`src/rtl/mips_pkg.sv`:
```
// Shared definitions for the EX-stage multiply/divide unit:
// MD opcode encoding, FSM state encoding and the iteration count.
package mips_pkg;

  typedef enum logic [2:0] {
    MD_MULT  = 3'b000,
    MD_MULTU = 3'b001,
    MD_DIV   = 3'b010,
    MD_DIVU  = 3'b011,
    MD_MFHI  = 3'b100,
    MD_MFLO  = 3'b101,
    MD_MTHI  = 3'b110,
    MD_MTLO  = 3'b111
  } md_op_e;

  typedef enum logic [1:0] {
    MDU_IDLE = 2'b00,
    MDU_MUL  = 2'b01,
    MDU_DIV  = 2'b10,
    MDU_FIX  = 2'b11
  } mdu_state_e;

  localparam int MDU_ITER = 32;

  // Magnitude of a 32-bit operand; only negated when the op is signed.
  function automatic logic [31:0] mdu_abs(input logic is_signed, input logic [31:0] x);
    return (is_signed && x[31]) ? (32'd0 - x) : x;
  endfunction

endpackage

```
`src/rtl/mdu_step.sv`:
```
// One iteration of the multiply/divide datapath.
// mode_div_i=0: shift-add multiply step; accumulator holds
//   {partial product, remaining multiplier}.
// mode_div_i=1: restoring shift-subtract divide step; accumulator holds
//   {partial remainder, dividend/quotient bits}.
// Build option MDU_DIV_EN: when undefined the divide step is absent and a
// divide-mode request leaves the accumulator untouched.
module mdu_step (
  input  logic        mode_div_i,
  input  logic [63:0] acc_i,
  input  logic [31:0] opnd_i,
  output logic [63:0] acc_o
);

  logic [32:0] sum;
`ifdef MDU_DIV_EN
  logic [32:0] trial;
  logic [32:0] diff;
`endif

  // Single combinational iteration selected by mode.
  always_comb begin
    acc_o = acc_i;
    sum   = 33'd0;
`ifdef MDU_DIV_EN
    trial = acc_i[63:31];
    diff  = trial - {1'b0, opnd_i};
`endif
    if (!mode_div_i) begin
      sum   = {1'b0, acc_i[63:32]} + (acc_i[0] ? {1'b0, opnd_i} : 33'd0);
      acc_o = {sum, acc_i[31:1]};
    end
`ifdef MDU_DIV_EN
    else begin
      // Remainder is always below the divisor, so the shifted value fits in
      // 33 bits and the surviving remainder fits back into 32.
      if (trial >= {1'b0, opnd_i}) begin
        acc_o = {diff[31:0], acc_i[30:0], 1'b1};
      end else begin
        acc_o = {trial[31:0], acc_i[30:0], 1'b0};
      end
    end
`endif
  end

endmodule

```
`src/rtl/ex_mdu.sv`:
```
// Iterative MULT/MULTU/DIV/DIVU unit with private HI/LO, serving
// MFHI/MFLO/MTHI/MTLO and stalling the front end while busy.
// Build option MDU_DIV_EN enables DIV/DIVU; otherwise they are no-ops.
module ex_mdu
  import mips_pkg::*;
(
  input  logic        clk,
  input  logic        rst,
  input  logic        md_valid_in,
  input  logic [2:0]  md_op_in,
  input  logic [31:0] RegRsData_in,
  input  logic [31:0] RegRtData_in,
  output logic        stall_out,
  output logic        busy_out,
  output logic [31:0] result_out,
  output logic [31:0] hi_out,
  output logic [31:0] lo_out
);

  localparam logic [4:0] CNT_LAST = 5'(MDU_ITER - 1);

  mdu_state_e  state_q;
  logic [4:0]  cnt_q;
  logic [63:0] acc_q;
  logic [31:0] opnd_q;
  logic        neg_lo_q;   // product sign, or quotient sign
  logic        neg_hi_q;   // remainder sign
  logic [31:0] hi_q;
  logic [31:0] lo_q;
`ifdef MDU_DIV_EN
  logic        is_div_q;
  logic        dz_q;
  logic [31:0] rs_q;
`endif

  md_op_e      op;
  logic        op_signed;
  logic [31:0] rs_abs;
  logic [31:0] rt_abs;
  logic [63:0] acc_d;
  logic [63:0] prod_d;
  logic [31:0] hi_d;
  logic [31:0] lo_d;

  assign op        = md_op_e'(md_op_in);
  assign op_signed = ~md_op_in[0];
  assign rs_abs    = mdu_abs(op_signed, RegRsData_in);
  assign rt_abs    = mdu_abs(op_signed, RegRtData_in);

  mdu_step u_step (
    .mode_div_i (state_q == MDU_DIV),
    .acc_i      (acc_q),
    .opnd_i     (opnd_q),
    .acc_o      (acc_d)
  );

  // Sign correction and divide-by-zero override applied in FIX.
  always_comb begin
    prod_d = neg_lo_q ? (64'd0 - acc_q) : acc_q;
    hi_d   = prod_d[63:32];
    lo_d   = prod_d[31:0];
`ifdef MDU_DIV_EN
    if (is_div_q) begin
      lo_d = neg_lo_q ? (32'd0 - acc_q[31:0])  : acc_q[31:0];
      hi_d = neg_hi_q ? (32'd0 - acc_q[63:32]) : acc_q[63:32];
      if (dz_q) begin
        lo_d = 32'hFFFF_FFFF;
        hi_d = rs_q;
      end
    end
`endif
  end

  // FSM, iteration counter, operand latches and architectural HI/LO.
  always_ff @(posedge clk or negedge rst) begin
    if (!rst) begin
      state_q  <= MDU_IDLE;
      cnt_q    <= 5'd0;
      acc_q    <= 64'd0;
      opnd_q   <= 32'd0;
      neg_lo_q <= 1'b0;
      neg_hi_q <= 1'b0;
      hi_q     <= 32'd0;
      lo_q     <= 32'd0;
`ifdef MDU_DIV_EN
      is_div_q <= 1'b0;
      dz_q     <= 1'b0;
      rs_q     <= 32'd0;
`endif
    end else begin
      case (state_q)
        MDU_IDLE: begin
          if (md_valid_in) begin
            case (op)
              MD_MULT, MD_MULTU: begin
                acc_q    <= {32'd0, rt_abs};
                opnd_q   <= rs_abs;
                neg_lo_q <= op_signed & (RegRsData_in[31] ^ RegRtData_in[31]);
                neg_hi_q <= 1'b0;
                cnt_q    <= 5'd0;
                state_q  <= MDU_MUL;
`ifdef MDU_DIV_EN
                is_div_q <= 1'b0;
                dz_q     <= 1'b0;
`endif
              end
`ifdef MDU_DIV_EN
              MD_DIV, MD_DIVU: begin
                acc_q    <= {32'd0, rs_abs};
                opnd_q   <= rt_abs;
                neg_lo_q <= op_signed & (RegRsData_in[31] ^ RegRtData_in[31]);
                neg_hi_q <= op_signed & RegRsData_in[31];
                is_div_q <= 1'b1;
                dz_q     <= (RegRtData_in == 32'd0);
                rs_q     <= RegRsData_in;
                cnt_q    <= 5'd0;
                state_q  <= MDU_DIV;
              end
`endif
              MD_MTHI: hi_q <= RegRsData_in;
              MD_MTLO: lo_q <= RegRsData_in;
              default: ;
            endcase
          end
        end
        MDU_MUL, MDU_DIV: begin
          acc_q <= acc_d;
          if (cnt_q == CNT_LAST) begin
            cnt_q   <= 5'd0;
            state_q <= MDU_FIX;
          end else begin
            cnt_q <= cnt_q + 5'd1;
          end
        end
        MDU_FIX: begin
          hi_q    <= hi_d;
          lo_q    <= lo_d;
          state_q <= MDU_IDLE;
        end
        default: state_q <= MDU_IDLE;
      endcase
    end
  end

  assign busy_out  = (state_q != MDU_IDLE);
  assign stall_out = md_valid_in & busy_out;
  assign hi_out    = hi_q;
  assign lo_out    = lo_q;

  // MFHI/MFLO read HI/LO combinationally while idle.
  always_comb begin
    result_out = 32'd0;
    if (md_valid_in && !busy_out) begin
      if (op == MD_MFHI) result_out = hi_q;
      else if (op == MD_MFLO) result_out = lo_q;
    end
  end

endmodule

```
`config.mk`:
```
export PLATFORM = sky130hd
export DESIGN_NAME = ex_mdu
export DESIGN_NICKNAME = d
export VERILOG_FILES = /design/src/rtl/mips_pkg.sv /design/src/rtl/mdu_step.sv /design/src/rtl/ex_mdu.sv
export SDC_FILE = /design/constraint.sdc
export NUM_CORES = 1
export LEC_CHECK = 0
export BUFFER_PORTS_ARGS = -buffer_cell sky130_fd_sc_hd__buf_4
export CELL_PAD_IN_SITES_DETAIL_PLACEMENT = 0
export CELL_PAD_IN_SITES_GLOBAL_PLACEMENT = 2
export CORE_MARGIN = 3
export CORE_UTILIZATION = 35
export CTS_CLUSTER_DIAMETER = 40
export DETAILED_ROUTE_END_ITERATION = 12
export PLACE_DENSITY = 0.9
export SKIP_LAST_GASP = 1
export SLEW_MARGIN = 25
export SYNTH_ARGS = -nofsm -noshare
export SYNTH_HDL_FRONTEND = slang
export SYNTH_SLANG_ARGS = --single-unit
```
`constraint.sdc`:
```
create_clock -name clk -period 3.79 [get_ports clk]
set_input_delay 0.1895 -clock clk [delete_from_list [all_inputs] [get_ports clk]]
set_output_delay 0.1895 -clock clk [all_outputs]
set_load 0.02 [all_outputs]
```
==> results.json <==
{
  "post-route-util_pct": 42.8,
  "powerDensity_nw_per_um2": 862,
  "synth_edf_count": 0,
  "ys.flop_type": "dfrtp_1",
  "ant_nets": 0,
  "ir_worst_vdd_mv": 0.396,
  "cts.repair.resized": 0,
  "grt_pass1_wl_um": 70200,
  "portBuffers": 167,
  "antenna_found_initial": 0,
  "cts_tree": "yes",
  "post-route-period-util_pct": 88.9,
  "yosysTopAreaCell": "dfrtp_1",
  "postSynthCellCount": 1470,
  "fp.dieH_um": 191,
  "finalCriticalPeriod_ns": 3.37,
  "htree_levels": 4,
  "core_um2": 33600,
  "dr.first_iter.drc_count": 1012,
  "endpoint_kind": "register",
  "synth_common_cells": "nand2_1 (179), dfrtp_1 (168), o21ai_0 (150)",
  "crit_fanout": 10,
  "post-cts-setup-buffer-count": 0,
  "drc": 0,
  "clk_latency_ns": 0.44,
  "regArea_um2": 4200,
  "yosys_warnings": 0,
  "max_slew.worst_pin.slew_ns": 0.959,
  "dr.pass1.iters": 5,
  "dp_hpwl_um": 36100,
  "final-hold-violation-count": 0,
  "globalplace.congestion": 0.964,
  "cp_slowest_cell": "or4_1",
  "path_class": "reg -> reg",
  "num_rows": 67,
  "wirelength_um": 46100,
  "syn_area_per_cell_um2": 8.15,
  "cts-root-buf": "clkbuf_16",
  "drive_above_1_share_pct": 16.4,
  "clk_path_buf_depth": 2,
  "path_cells": "or4_1 > nor3_2 > nand4_1 > or2_2 > or3_4 > o31ai_1 > xor2_1 > a221oi_1",
  "diodes": 0,
  "clock_sinks": 168,
  "synth_area_leaders": "dfrtp_1 (35%), o21ai_0 (6.3%), xor2_1 (5.8%)",
  "max-slew-margin-rel_pct": 36.1,
  "post_drt_wl_per_cell_um": 22.3,
  "filler_cell_count": 3412,
  "synth_top_area_share_pct": 35.1,
  "fin_nets": 1721,
  "slowest_delay_ns": 0.61,
  "ys_seq_elements": 168,
  "finalClockSkew_ns": 0.0143,
  "async_flop_share_pct": 100,
  "cts_buffers": 17,
  "die_area_um2": 36500,
  "post_dp_cell_area_um2": 13800,
  "fmax_mhz": 297,
  "min-delay-path-class": "in -> reg",
  "multiInputGateArea_um2": 7400,
  "outcome": "finished clean",
  "viasPerCell": 5.67,
  "yosysUniqueCellTypes": 63,
  "initial_utilization_pct": 35.7,
  "finalSetupTns_ns": 0,
  "drv_slew": 0,
  "vias": 11742,
  "arrival_ns": 3.70,
  "die_width_um": 191,
  "setup_viol_count_final": 0,
  "cp.required_ns": 4.12,
  "synth_seq_area_share_pct": 35.1,
  "syn_nets": 1582,
  "post-route-cell-area_um2": 14400,
  "worstSetupStartpointType": "register",
  "hold_buffers": 1,
  "first_global_vias": 11104,
  "p_leak_uw": 0.00634,
  "clk_pin_slew_ns": 0.08,
  "max_cap_violations": 0,
  "grt_max_degree": 95,
  "ios": 168,
  "syn_to_final_growth_pct": 20.1,
  "p_total_uw": 12400,
  "rsz0062_at_grt": "no",
  "grt_remaining_overflow": 0,
  "synth.cell_area_um2": 12000,
  "track_usage_pct": 25.1,
  "synth_most_common_cell": "nand2_1"
}
[layer usage]
metal / share of wire, % / track usage [%] / up-vias
met5: 0 / 0 / -
met2: 44 / 38.6 / 398
met1: 47 / 36.5 / 5711
met4: 2.7 / 7.51 / 0
li1: - / - / 5585
met3: 6.3 / 3.70 / 48
[where the power goes]
part / total (µW) / switching, µW / internal [µW]
Sequential: 3790 / 1140 / 2650
Clock: 1730 / 816 / 914
Combinational: 6890 / 4320 / 2560
[stage by stage]
step	hold slack (ns)	instances	setup WS, ns
floorplan	-0.106	1470	0.593
global placement	0.344	2037	0.527
detailed placement	0.346	2037	0.483
CTS	0.0258	2070	0.451
global route	0.0520	2070	0.111
finish	0.0372	2070	0.420
[registers in the layout (all words and copies together) (netlist names)]
register	cells
cnt_q	5
neg_lo_q	1
lo_out	32
state_q	2
acc_q	64
opnd_q	32
hi_out	32
[final cells by class]
cell class | instances | share of cell area [%]
clock inverter | 13 | 0.843
inverter | 26 | 0.678
multi-input combinational | 1189 | 51.4
sequential | 168 | 29.2
tap | 448 | 3.90
clock buffer | 19 | 3.01
timing repair buffer | 207 | 10.9
[kinds of logic (layout without fill, tap and decap cells)]
group,count (synthesis),in the layout,share of synthesized area [%]
AND/OR/NAND/NOR,521,521,20.5
AO/OA/AOI/OAI,474,474,25.3
flip-flops,168,168,35.1
XOR/XNOR,146,146,10.7
buffers and inverters,113,265,3.55
adder cells (fa/ha/maj),42,42,4.45
multiplexers,6,6,0.532
[cell usage in the layout (no fill, tap or decap), drive strengths merged, types with 17 or more instances in the layout]
cell,count
o211ai,18
a21oi,83
xnor2,67
clkbuf,19
a21o,39
ha,41
o31ai,39
nand2,179
nor2,144
a22oi,48
a221oi,23
xor2,79
a211oi,23
and2,36
o21ai,152
buf,206
inv,29
nand3,22
nor4,17
nor3,25
dfrtp,168
[worst paths after layout]
kind / slack [ns] / endpoint / cells after the start / from
min in group asynchronous: 0.40 / opnd_q[13] / 2 / rst
hold / removal: 0.04 / acc_q[30] / 3 / RegRtData_in[30]
hold reg to reg: 0.47 / opnd_q[31] / 2 / opnd_q[31]
max in group asynchronous: 2.53 / cnt_q[1] / 3 / rst
setup reg to reg: 0.42 / hi_out[31] / 8 / acc_q[12]
setup / recovery: 0.42 / hi_out[31] / 8 / acc_q[12]
[critical path: cells and delay by family (launching register included)]
family / cells / cell delay (ns)
AND/OR/NAND/NOR: 5 / 2.16
flip-flops: 1 / 0.44
XOR/XNOR: 1 / 0.11
AO/OA/AOI/OAI: 2 / 0.54
(Power assumes the default switching activity.)
